### src/rtl/vga_sprite_pkg.sv
// Shared types, reset tables and palette for the VGA sprite scheduler.
// Sprites are 40x40 squares bounced around the 640x480 active area.
package vga_sprite_pkg;

    typedef enum logic [1:0] {
        S_IDLE,
        S_STEP,
        S_DONE
    } state_t;

    typedef struct packed {
        logic [9:0] x;
        logic [9:0] y;
        logic       dir_x;
        logic       dir_y;
    } sprite_t;

    localparam logic [23:0] PAL_WHITE = 24'hFFFFFF;
    localparam logic [23:0] PAL_RED   = 24'hFF0000;
    localparam logic [23:0] PAL_GREEN = 24'h00FF00;
    localparam logic [23:0] PAL_BLUE  = 24'h0000FF;

    function automatic sprite_t init_sprite(input int i);
        sprite_t s;
        s.x     = 10'(40 + 140 * i);
        s.y     = 10'(40 + 90 * i);
        s.dir_x = i[0];
        s.dir_y = i[1];
        return s;
    endfunction

    function automatic logic [23:0] palette(input int i);
        logic [23:0] c;
        case (i)
            0:       c = PAL_WHITE;
            1:       c = PAL_RED;
            2:       c = PAL_GREEN;
            default: c = PAL_BLUE;
        endcase
        return c;
    endfunction

endpackage

### src/rtl/vga_sprite_scheduler_axis_step.sv
// One-axis bounce step: advance pos by step toward dir, clamping at 0 / limit.
// Reaching an edge (including landing exactly on it) reverses the direction.
module sprite_axis_step (
    input  logic [9:0] pos,
    input  logic       dir,
    input  logic [2:0] step,
    input  logic [9:0] limit,
    output logic [9:0] next_pos,
    output logic       next_dir
);

    logic [10:0] sum;

    assign sum = {1'b0, pos} + {8'b0, step};

    always_comb begin
        next_pos = pos;
        next_dir = dir;
        if (dir) begin
            if (sum >= {1'b0, limit}) begin
                next_pos = limit;
                next_dir = 1'b0;
            end else begin
                next_pos = sum[9:0];
            end
        end else begin
            if ({1'b0, pos} <= {8'b0, step}) begin
                next_pos = '0;
                next_dir = 1'b1;
            end else begin
                next_pos = pos - {7'b0, step};
            end
        end
    end

endmodule

### src/rtl/vga_sprite_scheduler.sv
// Frame-synchronous sprite mover: steps up to four squares once per update
// at vertical blanking and resolves per-pixel hits into a priority colour.
module vga_sprite_scheduler
    import vga_sprite_pkg::*;
#(
    parameter int NUM_OBJ   = 4,
    parameter int OBJ_SIZE  = 40,
    parameter int H_ACTIVE  = 640,
    parameter int V_ACTIVE  = 480,
    parameter int FRAME_DIV = 1
) (
    input  logic               clock,
    input  logic               reset,
    input  logic               enable,
    input  logic [9:0]         pixel_X_pos,
    input  logic [9:0]         pixel_Y_pos,
    input  logic               pause,
    input  logic [1:0]         speed,
    output logic [NUM_OBJ-1:0] object_on,
    output logic [7:0]         VGA_red,
    output logic [7:0]         VGA_green,
    output logic [7:0]         VGA_blue,
    output logic               update_busy,
    output logic [7:0]         frame_count
);

    localparam logic [1:0] LAST_IDX = 2'(NUM_OBJ - 1);
    localparam logic [7:0] DIV_LAST = 8'(FRAME_DIV - 1);
    localparam logic [9:0] LIM_X    = 10'(H_ACTIVE - OBJ_SIZE);
    localparam logic [9:0] LIM_Y    = 10'(V_ACTIVE - OBJ_SIZE);

    state_t      state, state_nx;
    sprite_t     spr [NUM_OBJ];
    logic [1:0]  idx;
    logic [2:0]  step_r;
    logic [7:0]  divider;
    logic        vblank_pulse;
    logic        start;
    logic [9:0]  nx_x, nx_y;
    logic        nd_x, nd_y;
    logic [3:0]  hits;
    logic [23:0] rgb;

    assign vblank_pulse = enable && pixel_Y_pos == 10'(V_ACTIVE)
                          && pixel_X_pos == 10'd0;
    assign start        = vblank_pulse && divider == DIV_LAST && !pause;
    assign update_busy  = state != S_IDLE;

    sprite_axis_step u_step_x (
        .pos      (spr[idx].x),
        .dir      (spr[idx].dir_x),
        .step     (step_r),
        .limit    (LIM_X),
        .next_pos (nx_x),
        .next_dir (nd_x)
    );

    sprite_axis_step u_step_y (
        .pos      (spr[idx].y),
        .dir      (spr[idx].dir_y),
        .step     (step_r),
        .limit    (LIM_Y),
        .next_pos (nx_y),
        .next_dir (nd_y)
    );

    always_comb begin
        state_nx = state;
        unique case (state)
            S_IDLE:  if (start) state_nx = S_STEP;
            S_STEP:  if (idx == LAST_IDX) state_nx = S_DONE;
            S_DONE:  state_nx = S_IDLE;
            default: state_nx = S_IDLE;
        endcase
    end

    always_ff @(posedge clock or posedge reset) begin
        if (reset) begin
            state       <= S_IDLE;
            idx         <= '0;
            step_r      <= '0;
            divider     <= '0;
            frame_count <= '0;
            for (int i = 0; i < NUM_OBJ; i++) spr[i] <= init_sprite(i);
        end else begin
            state <= state_nx;
            if (vblank_pulse)
                divider <= (divider == DIV_LAST) ? 8'd0 : divider + 8'd1;
            unique case (state)
                S_IDLE: if (start) begin
                    idx    <= '0;
                    step_r <= {1'b0, speed} + 3'd1;
                end
                S_STEP: begin
                    spr[idx].x     <= nx_x;
                    spr[idx].y     <= nx_y;
                    spr[idx].dir_x <= nd_x;
                    spr[idx].dir_y <= nd_y;
                    if (idx != LAST_IDX) idx <= idx + 2'd1;
                end
                S_DONE: frame_count <= frame_count + 8'd1;
                default: ;
            endcase
        end
    end

    // Unused slots stay dark so the colour mux can always scan four entries.
    for (genvar i = 0; i < 4; i++) begin : g_hit
        if (i < NUM_OBJ) begin : g_on
            assign hits[i] =
                {1'b0, pixel_X_pos} >= {1'b0, spr[i].x} &&
                {1'b0, pixel_X_pos} <  {1'b0, spr[i].x} + 11'(OBJ_SIZE) &&
                {1'b0, pixel_Y_pos} >= {1'b0, spr[i].y} &&
                {1'b0, pixel_Y_pos} <  {1'b0, spr[i].y} + 11'(OBJ_SIZE);
        end else begin : g_off
            assign hits[i] = 1'b0;
        end
    end

    always_comb begin
        rgb = 24'h000000;
        for (int i = 3; i >= 0; i--)
            if (hits[i]) rgb = palette(i);
    end

    assign object_on = hits[NUM_OBJ-1:0];
    assign VGA_red   = rgb[23:16];
    assign VGA_green = rgb[15:8];
    assign VGA_blue  = rgb[7:0];

endmodule

### config.mk
export PLATFORM = sky130hd
export DESIGN_NAME = vga_sprite_scheduler
export DESIGN_NICKNAME = d
export VERILOG_FILES = /design/src/rtl/vga_sprite_pkg.sv /design/src/rtl/vga_sprite_scheduler_axis_step.sv /design/src/rtl/vga_sprite_scheduler.sv
export SDC_FILE = /design/constraint.sdc
export NUM_CORES = 1
export LEC_CHECK = 0
export CAP_MARGIN = 20
export CORE_ASPECT_RATIO = 1.1
export CORE_MARGIN = 5
export CORE_UTILIZATION = 50
export DETAILED_ROUTE_END_ITERATION = 10
export PLACE_DENSITY = 0.69
export SYNTH_ARGS = -nofsm -noshare
export SYNTH_HDL_FRONTEND = slang
export SYNTH_SLANG_ARGS = --single-unit
### constraint.sdc
create_clock -name clock -period 14.2 [get_ports clock]
set_input_delay 4.26 -clock clock [delete_from_list [all_inputs] [get_ports clock]]
set_output_delay 4.26 -clock clock [all_outputs]
set_load 0.05 [all_outputs]
==> results.md <==
* Setup slack, reg-to-reg at between 9 and 10 ns
* Arrival time worst endpoint at ~8.2 ns
* Post-placement worst setup slack at roughly 1.7 ns
* Core Box Area at between 0.02 and 0.025 sq mm
* Top cell type's share of synthesized area at 0.197
* Clock edge transition at the registers on the reported setup and hold paths at about 0.080 ns
* Number of vias after detailed routing at roughly 8,500
* Worst Setup End Kind: output pin
* Post-synthesis cell type count at 79
* Predominant post-synthesis flop cell: sky130_fd_sc_hd__dfrtp_1
* Proportion of synthesized chip area in sequential cells at 0.271
* Number of buffers inserted for hold repair after clock tree synthesis at 0
* Number of cells in the design after placement at approximately 1,400
* Layout area overhead at 9.47%
* Post-synthesis cell type with the largest combined area: sky130_fd_sc_hd__ha_1
* Die Span Y at 161 um
* Slowest stage delay, CP at around 0.95 ns
* # setup viols final at 0
* Number of buffers between clock root and the deepest sink at 2
* Post-DR wirelength/cell at between 15 and 20 um
* Number of design rule violations left after detail routing at 0
* Die boundary width at about 150 um
* FFs w/ async S/R, synth at 1.00
* Via count normalized by instance count at ~5.9
* Number of search-and-repair iterations in the first detailed-routing pass at 5
* Library cell contributing the largest single delay on the critical path: sky130_fd_sc_hd__clkdlybuf4s50_1
* Post-CTS setup buffer count at 0
* Overall die area at between 0.02 and 0.025 sq mm
* Effective utilization at floorplan at 0.508
* Number of synthesized flops with an enable pin at 0
* Number of buffers inserted during clock tree synthesis at 9
* Final count of hold timing violations at 0
* Share of layout cells above drive strength 1 at 0.0908
* CP Buf/Inv Count at 4
* Start-to-end type of the worst setup path: primary input to output pin
* Finished Layout Cells at 1,456
* Syn nets at approximately 1,400
* Maximum fanout along the worst path at 8
* Most area-consuming cells after synthesis: sky130_fd_sc_hd__ha_1 20%, sky130_fd_sc_hd__dfrtp_1 19%, sky130_fd_sc_hd__dfstp_2 7.8%, sky130_fd_sc_hd__o21ai_0 5.6%, sky130_fd_sc_hd__mux4_2 4.5%
* Number of warnings issued by yosys at 0
* Setup crit start kind: primary input
* Final TNS setup at 0 ns
* Number of register bits inferred by synthesis at around 110
* Data required time of the worst path at 9.94 ns
* Leak pwr at just under 5 nW
* Clock skew after layout at about 0.016 ns
* Final Worst Setup Slack at between 1.5 and 2 ns
* MaxCap Viol Count at 0
* TritonCTS clock tree: built
* Post-CTS sizing at 0
* Overall Global Routing Usage at 0.225
* Residual antenna-violating net count after detailed routing at 0
* Maximum frequency from static timing analysis at between 80 and 90 MHz
* Row count at 55
* Antenna violations before repair at 0
* Final weighted congestion of routability-driven global placement at between 0.9 and 1
* Synthesized netlist cell count at ~1,200
* Clock period minus worst slack at 12.43 ns
* Run status: finished, final reports clean
* Number of nets in the final layout at approximately 1,400
* RSZ-0062 raised after global routing: no
* Wire length of the first global-routing pass at 43,100 um
* Largest net degree at the start of global routing at 74
* Grt total ovfl at 0
* Largest vdd supply drop at around 0.049 mV
* Areal power density over the cells at 58.5 mW/mm^2
* Relative max-transition margin at 0.380
* Hold Path Class: register to register
* H-tree depth reported by CTS at 3
* Ports placed on the boundary at 63
* Clock tree root buffer cell: sky130_fd_sc_hd__clkbuf_16
* Number of global-route vias before repair at approximately 8,200
* Pins over their slew limit at 0
* Later-pin clock latency in the skew report at between 0.3 and 0.4 ns
* Final critical-path share of the clock period at 0.876
* Pin slew with the least headroom to its limit at roughly 0.90 ns
* Port Buffers at 62
* WL final at roughly 27,000 um
* Synthesized area at 0.0104 sq mm
* Final HPWL DP at between 20,000 and 25,000 um
* TritonCTS Sinks at between 100 and 150
* Iter 0 DRT Violations at 480
* N_diodes at 0
* CP Cell Sequence: clkdlybuf4s50_1 -> inv_1 -> ha_1 -> nand2b_1 -> a21o_1 -> a21oi_1 -> o21ai_0 -> a2111oi_0 -> o31a_1 -> nand4b_1 -> inv_1 -> o32ai_1 -> clkdlybuf4s50_1
* Kind of cell with the highest combined delay on the critical path: compound AO/OA/AOI/OAI gates
* Core utilization of the finished layout at 0.556
* Post-synthesis area per instance at 8.93 sq um
==> power breakdown <==
part           switching, mW  internal (mW)
combinational         0.0609         0.0375
clock                  0.128          0.124
sequential       0.000000462          0.316
total                  0.188          0.478
==> placed cells by master, fill, tap and decap left out, types with 7 or more instances in the layout <==
| cell type | n |
|---|---|
| sky130_fd_sc_hd__a211oi_1 | 7 |
| sky130_fd_sc_hd__a21o_1 | 21 |
| sky130_fd_sc_hd__a21oi_1 | 60 |
| sky130_fd_sc_hd__a31oi_1 | 10 |
| sky130_fd_sc_hd__and2_1 | 8 |
| sky130_fd_sc_hd__clkbuf_16 | 9 |
| sky130_fd_sc_hd__clkdlybuf4s50_1 | 62 |
| sky130_fd_sc_hd__dfrtp_1 | 79 |
| sky130_fd_sc_hd__dfstp_2 | 31 |
| sky130_fd_sc_hd__ha_1 | 164 |
| sky130_fd_sc_hd__inv_1 | 120 |
| sky130_fd_sc_hd__mux2_2 | 14 |
| sky130_fd_sc_hd__mux4_2 | 21 |
| sky130_fd_sc_hd__nand2_1 | 123 |
| sky130_fd_sc_hd__nand2b_1 | 14 |
| sky130_fd_sc_hd__nand3_1 | 33 |
| sky130_fd_sc_hd__nor2_1 | 36 |
| sky130_fd_sc_hd__nor2b_1 | 20 |
| sky130_fd_sc_hd__nor3_1 | 16 |
| sky130_fd_sc_hd__nor4_1 | 8 |
| sky130_fd_sc_hd__o211ai_1 | 11 |
| sky130_fd_sc_hd__o21a_1 | 15 |
| sky130_fd_sc_hd__o21ai_0 | 117 |
| sky130_fd_sc_hd__o21ai_1 | 11 |
| sky130_fd_sc_hd__o31ai_1 | 8 |
| sky130_fd_sc_hd__xnor2_1 | 45 |
| sky130_fd_sc_hd__xor2_1 | 14 |
==> final timing paths <==
kind	startpoint	to	cells after the start
hold reg to reg	frame_count[7]	frame_count[7]	1
setup reg to reg	idx[0]	spr[62]	10
hold / removal	frame_count[7]	frame_count[7]	1
max in group asynchronous	reset	spr[80]	3
min in group asynchronous	reset	divider[6]	2
setup / recovery	pixel_Y_pos[0]	VGA_blue[2]	13
==> cell usage after synthesis, types with 10 or more instances <==
library cell,count
sky130_fd_sc_hd__nand2_1,123
sky130_fd_sc_hd__a21o_1,21
sky130_fd_sc_hd__xor2_1,14
sky130_fd_sc_hd__o21ai_0,117
sky130_fd_sc_hd__nor2_1,36
sky130_fd_sc_hd__inv_1,121
sky130_fd_sc_hd__xnor2_1,45
sky130_fd_sc_hd__o211ai_1,11
sky130_fd_sc_hd__mux4_2,21
sky130_fd_sc_hd__a21oi_1,60
sky130_fd_sc_hd__dfrtp_1,80
sky130_fd_sc_hd__mux2_2,14
sky130_fd_sc_hd__nor2b_1,20
sky130_fd_sc_hd__dfstp_2,31
sky130_fd_sc_hd__ha_1,164
sky130_fd_sc_hd__nand2b_1,14
sky130_fd_sc_hd__nand3_1,33
sky130_fd_sc_hd__a31oi_1,10
sky130_fd_sc_hd__buf_4,22
sky130_fd_sc_hd__nor3_1,16
sky130_fd_sc_hd__o21ai_1,11
sky130_fd_sc_hd__o21a_1,15
sky130_fd_sc_hd__clkbuf_1,19
==> cell type report <==
type	count	area, sq um
Tap cell	256	320
Fill cell	1919	9110
Sequential cell	111	2820
Clock buffer	10	229
Clock inverter	6	62.6
Inverter	121	457
Timing Repair Buffer	68	666
Multi-Input combinational cell	884	6840
==> flip-flops by register name (all words and copies together) (netlist names) <==
name / cells
frame_count: 8
divider: 8
spr: 88
idx: 2
step_r: 3
state: 2
==> logic make-up (layout without fill, tap and decap cells) <==
group	Yosys count	in the layout	synth area share
compound gates	321	321	0.199
simple gates	295	295	0.137
buf+inv	170	205	0.0720
fa+ha+maj	168	168	0.205
flops	111	111	0.271
xor+xnor	60	60	0.0512
mux	40	40	0.0654
==> stage by stage <==
step,hold WS [ns],total power [mW],cell area (sq um)
global route,0.488,0.695,11400
detailed placement,0.466,0.421,11100
floorplan,0.445,0.389,10400
finish,0.470,0.667,11400
CTS,0.477,0.673,11400
global placement,0.458,0.419,11100
==> routing by layer <==
layer | track usage | vias up | wire [um]
met5 | 0 | - | 0
met2 | 0.363 | 200 | 12200
met1 | 0.313 | 4082 | 12400
met4 | 0.0602 | 0 | 544
met3 | 0.0426 | 38 | 1550
li1 | - | 4225 | -
No activity file was read; power rests on OpenSTA's default activity.
